`config.mk`:
```
export PLATFORM = sky130hd
export DESIGN_NAME = fp_add_collect
export DESIGN_NICKNAME = d
export VERILOG_FILES = /design/src/rtl/fp_add_collect.sv
export SDC_FILE = /design/constraint.sdc
export NUM_CORES = 1
export LEC_CHECK = 0
export CAP_MARGIN = 20
export CORE_MARGIN = 2
export CORE_UTILIZATION = 65
export CTS_BUF_LIST = sky130_fd_sc_hd__clkbuf_8
export DETAILED_ROUTE_END_ITERATION = 8
export DONT_BUFFER_PORTS = 1
export PLACE_DENSITY = 0.81
export SLEW_MARGIN = 20
export SYNTH_ARGS = -nofsm -noshare
export SYNTH_HDL_FRONTEND = slang
export SYNTH_SLANG_ARGS = --single-unit
```
`constraint.sdc`:
```
create_clock -name clk -period 16.3 [get_ports clk]
set_input_delay 3.26 -clock clk [delete_from_list [all_inputs] [get_ports clk]]
set_output_delay 3.26 -clock clk [all_outputs]
set_load 0.02 [all_outputs]
```
`src/rtl/fp_add_collect.sv`:
```
// Result collector behind fp_add: packs, classifies and buffers each result in a
// first-word-fall-through FIFO, dropping (and counting) arrivals that find it full.
module fp_add_collect #(
  parameter int DEPTH = 8,
  parameter int CNT_W = 16
) (
  input  logic                     clk,
  input  logic                     rst,
  input  logic                     dst_valid,
  input  logic [22:0]              r_man,
  input  logic [7:0]               r_exp,
  input  logic                     r_sign,
  output logic                     out_valid,
  input  logic                     out_ready,
  output logic [31:0]              out_data,
  output logic [2:0]               out_flags,
  output logic [$clog2(DEPTH):0]   level,
  output logic                     overflow,
  output logic [CNT_W-1:0]         drop_cnt,
  input  logic                     clr_ovf
);

  localparam int AW = $clog2(DEPTH);
  localparam int LW = AW + 1;
  localparam logic [LW-1:0] FULL = LW'(DEPTH);

  // {nan, inf, zero}; denormals and finite normals set nothing
  function automatic logic [2:0] classify(input logic [7:0] e, input logic [22:0] m);
    logic man_nz;
    logic exp_max;
    logic exp_zero;
    man_nz   = |m;
    exp_max  = &e;
    exp_zero = ~(|e);
    return {exp_max & man_nz, exp_max & ~man_nz, exp_zero & ~man_nz};
  endfunction

  function automatic logic [CNT_W-1:0] sat_inc(input logic [CNT_W-1:0] c);
    return (&c) ? c : c + 1'b1;
  endfunction

  logic [34:0]      r_mem [DEPTH];
  logic [AW-1:0]    r_wr_ptr;
  logic [AW-1:0]    r_rd_ptr;
  logic [LW-1:0]    r_level;
  logic             r_overflow;
  logic [CNT_W-1:0] r_drop_cnt;

  logic             w_vld;
  logic             w_full;
  logic             w_pop;
  logic             w_push;
  logic             w_drop;
  logic [34:0]      w_entry_p0;

  assign w_vld      = (r_level != '0);
  assign w_full     = (r_level == FULL);
  assign w_pop      = w_vld & out_ready;
  assign w_push     = dst_valid & (~w_full | w_pop);
  assign w_drop     = dst_valid & w_full & ~w_pop;
  assign w_entry_p0 = {classify(r_exp, r_man), r_sign, r_exp, r_man};

  // p0 -> storage: payload only, never reset
  always_ff @(posedge clk) begin
    if (!rst && w_push) r_mem[r_wr_ptr] <= w_entry_p0;
  end

  always_ff @(posedge clk) begin
    if (rst) begin
      r_wr_ptr   <= '0;
      r_rd_ptr   <= '0;
      r_level    <= '0;
      r_overflow <= 1'b0;
      r_drop_cnt <= '0;
    end else begin
      if (w_push) r_wr_ptr <= r_wr_ptr + 1'b1;
      if (w_pop)  r_rd_ptr <= r_rd_ptr + 1'b1;
      case ({w_push, w_pop})
        2'b10:   r_level <= r_level + 1'b1;
        2'b01:   r_level <= r_level - 1'b1;
        default: r_level <= r_level;
      endcase
      // a drop in the same cycle as a clear wins and restarts the count at 1
      if (w_drop) begin
        r_overflow <= 1'b1;
        r_drop_cnt <= clr_ovf ? CNT_W'(1) : sat_inc(r_drop_cnt);
      end else if (clr_ovf) begin
        r_overflow <= 1'b0;
        r_drop_cnt <= '0;
      end
    end
  end

  // storage -> consumer: head shown only while valid
  assign out_valid = w_vld;
  assign out_data  = w_vld ? r_mem[r_rd_ptr][31:0]  : 32'h0;
  assign out_flags = w_vld ? r_mem[r_rd_ptr][34:32] : 3'b000;
  assign level     = r_level;
  assign overflow  = r_overflow;
  assign drop_cnt  = r_drop_cnt;

endmodule

```
==> flow_summary.json <==
{
  "antenna_cells": 0,
  "rsz0062_at_grt": "no",
  "drive_gt1_frac": 0.2326,
  "wl_per_cell_um": 24.49,
  "cts_buffer_depth": 3,
  "cts_setup_buffers": 0,
  "htreeDepth": 2,
  "hold_buffers": 0,
  "via_count": 6136,
  "drcViolationCount": 0,
  "viasPerCell": 6.445,
  "grt_max_degree": 37,
  "final.fill_count": 1090,
  "cts_buffers": 48,
  "min_period_ns": 6.338,
  "nets": 720,
  "antenna_found_initial": 0,
  "grt_overflow": 0,
  "postRouteWirelength_um": 23310,
  "yosysTopAreaCell": "edfxtp_1",
  "cp-end-kind": "output pin",
  "firstDrtPassIters": 5,
  "finalCritPeriodShare": 0.3888,
  "crit_type": "reg2out",
  "hp-class": "reg2reg",
  "cts-resized-gates": 0,
  "r2r_cells": 5,
  "fmax_ghz": 0.1578,
  "port_buffers": 0,
  "syn_inst": 642,
  "worst_ep_arrival_time_ns": 3.08,
  "grt_pass1_wl_um": 36390,
  "irDropWorstVdd_v": 0.00008951,
  "cp-start-kind": "flop",
  "cts_tree": "built",
  "synth_cell_types": 50,
  "required_ns": 13.04,
  "clk_pin_slew_ns": 0.06,
  "synth.yosys.seq_area_share": 0.7333,
  "fin_setup_tns_ns": 0,
  "gp_congestion": 0.8053,
  "grt_pass1_vias": 6483,
  "initial_core_util": 0.6590,
  "rows": 50,
  "synth_area_leaders": "edfxtp_1, mux4_2, dfxtp_1, mux2i_1, nor2_1",
  "synth_top_area_share": 0.6844,
  "yosysWarnings": 0,
  "post-place-ws_ns": 10.47,
  "syn_to_final_growth_pct": 9.828,
  "cts.sinks": 310,
  "hold_viol": 0,
  "core_sq_um": 18640,
  "drt_iter0_markers": 455,
  "slew_violations": 0,
  "syn_nets": 683,
  "insertion_delay_ns": 0.56,
  "groute.usage.overall": 0.2423,
  "worstMarginPinSlew_ns": 0.9978,
  "pin_count": 94,
  "p_per_area_nw_per_um2": 129.2,
  "dp_hpwl_um": 13630,
  "path_max_fanout": 36,
  "setup_viol": 0,
  "async_flop_share": 0,
  "die_w_um": 141.5,
  "min_path_cells": 2,
  "slew-limit-headroom": 0.3287,
  "dieArea_sq_um": 20020,
  "die_y_um": 141.5,
  "crit_slowest_cell": "dfxtp_4",
  "cts_root_buf": "clkbuf_8",
  "critPathMaxStageDelay_ns": 0.81,
  "crit_chain": "buf_4, mux4_2, mux2i_1, nor2_1",
  "synth_seq_cells": 310,
  "synth_edf_count": 280,
  "fin_skew_ns": 0.01850,
  "setup_slack_ns": 9.962,
  "outcome": "complete, no violations",
  "netlist_area_sq_um": 12290,
  "drt.antenna.violating_nets": 0,
  "cellLeakagePower_nw": 4.161,
  "avgSynthCellArea_sq_um": 19.14,
  "synth_ff_type": "edfxtp_1",
  "max-cap-violations": 0
}
==> layer usage <==
metal	track usage	wire length [um]	vias up
met5	0	0	-
met4	0.07368	388	0
met3	0.05670	1695	37
met2	0.4167	12200	246
met1	0.3132	9030	3133
li1	-	-	2720
==> flip-flops by register name (all words and copies together) (netlist names), named ones only <==
name / count
r_wr_ptr: 3
r_rd_ptr: 3
drop_cnt: 16
level: 4
overflow: 1
r_mem: 280
==> report_power, final <==
| part | internal, mW | switching (mW) | leakage (nW) |
|---|---|---|---|
| Combinational | 0.114 | 0.149 | 0.903 |
| Sequential | 0.881 | 0.0365 | 2.78 |
| Clock | 0.284 | 0.278 | 0.482 |
| Total | 1.28 | 0.464 | 4.16 |
==> cells in the final DEF (no fill, tap or decap), drive strengths merged, types with 6 or more instances in the layout <==
cell type  count
inv           19
nor4          14
a21oi         15
clkbuf        50
mux2i         39
or4            9
edfxtp       280
dfxtp         30
buf           18
nor2          51
clkinv        23
nor2b          6
o31ai          9
mux4          70
nand2         14
nand4          9
nor3           8
nand3          6
==> worst max-delay path: cells and delay by family (launching register included) <==
kind	cells	cell delay, ns
mux	2	0.83
simple gates	1	0.17
buf+inv	1	0.67
flops	1	0.81
==> cell families after synthesis <==
kind of cell / after synthesis / share of synthesized area
buffers and inverters: 36 / 0.01232
flip-flops: 310 / 0.7333
AND/OR/NAND/NOR: 137 / 0.06335
multiplexers: 111 / 0.1619
AO/OA/AOI/OAI: 39 / 0.02149
adder cells (fa/ha/maj): 4 / 0.004074
XOR/XNOR: 5 / 0.003565
==> worst paths after layout <==
| kind | end | from | slack [ns] |
|---|---|---|---|
| max | out_data[1] | flop | 9.96 |
| min reg2reg | flop | r_rd_ptr[2]$_SDFFE_PP0N_ | 0.52 |
| min | flop | r_rd_ptr[2]$_SDFFE_PP0N_ | 0.52 |
| max reg2reg | r_mem[7][34]$_DFFE_PP_ | level[1]$_SDFFE_PP0P_ | 13.34 |
==> synth_stat cells, types with 2 or more instances <==
| master | count |
|---|---|
| mux4_2 | 70 |
| o211ai_1 | 2 |
| xnor2_1 | 2 |
| a21oi_1 | 15 |
| buf_2 | 10 |
| nand4_2 | 2 |
| nand3b_1 | 2 |
| clkbuf_1 | 19 |
| and3_1 | 2 |
| inv_1 | 5 |
| o21a_1 | 3 |
| ha_1 | 4 |
| edfxtp_1 | 280 |
| o21ai_0 | 2 |
| nor4_1 | 12 |
| xor2_1 | 3 |
| and4_1 | 2 |
| or3_1 | 4 |
| nand2b_1 | 3 |
| mux2_2 | 2 |
| nand4_1 | 6 |
| nor2b_1 | 6 |
| o31ai_1 | 9 |
| nor3_1 | 8 |
| dfxtp_1 | 30 |
| nand3_1 | 6 |
| or4_1 | 9 |
| nor2_1 | 51 |
| nand2_1 | 14 |
| mux2i_1 | 39 |
==> final cells by class <==
class                      instances  area, sq um  area share
sequential                       310         9015      0.6681
clock buffer                      50        688.2     0.05100
clock inverter                    39        160.2     0.01187
timing repair buffer              18        135.1     0.01001
inverter                           5        18.77    0.001391
tap                              234        292.8     0.02170
multi-input combinational        296         3183      0.2359
==> through the flow <==
stage / std cells / hold slack [ns] / area, sq um / utilization / power [mW]
after floorplan: 642 / 0.4893 / 12290 / - / 1.153
after global placement: 863 / 0.5125 / 12640 / 0.6783 / 1.198
after detailed placement: 863 / 0.5112 / 12640 / 0.6783 / 1.203
after CTS: 952 / 0.5260 / 13490 / 0.7238 / 1.764
after global routing: 952 / 0.5653 / 13490 / 0.7238 / 1.817
final: 952 / 0.5184 / 13490 / 0.7238 / 1.743
(Power assumes the default switching activity.)
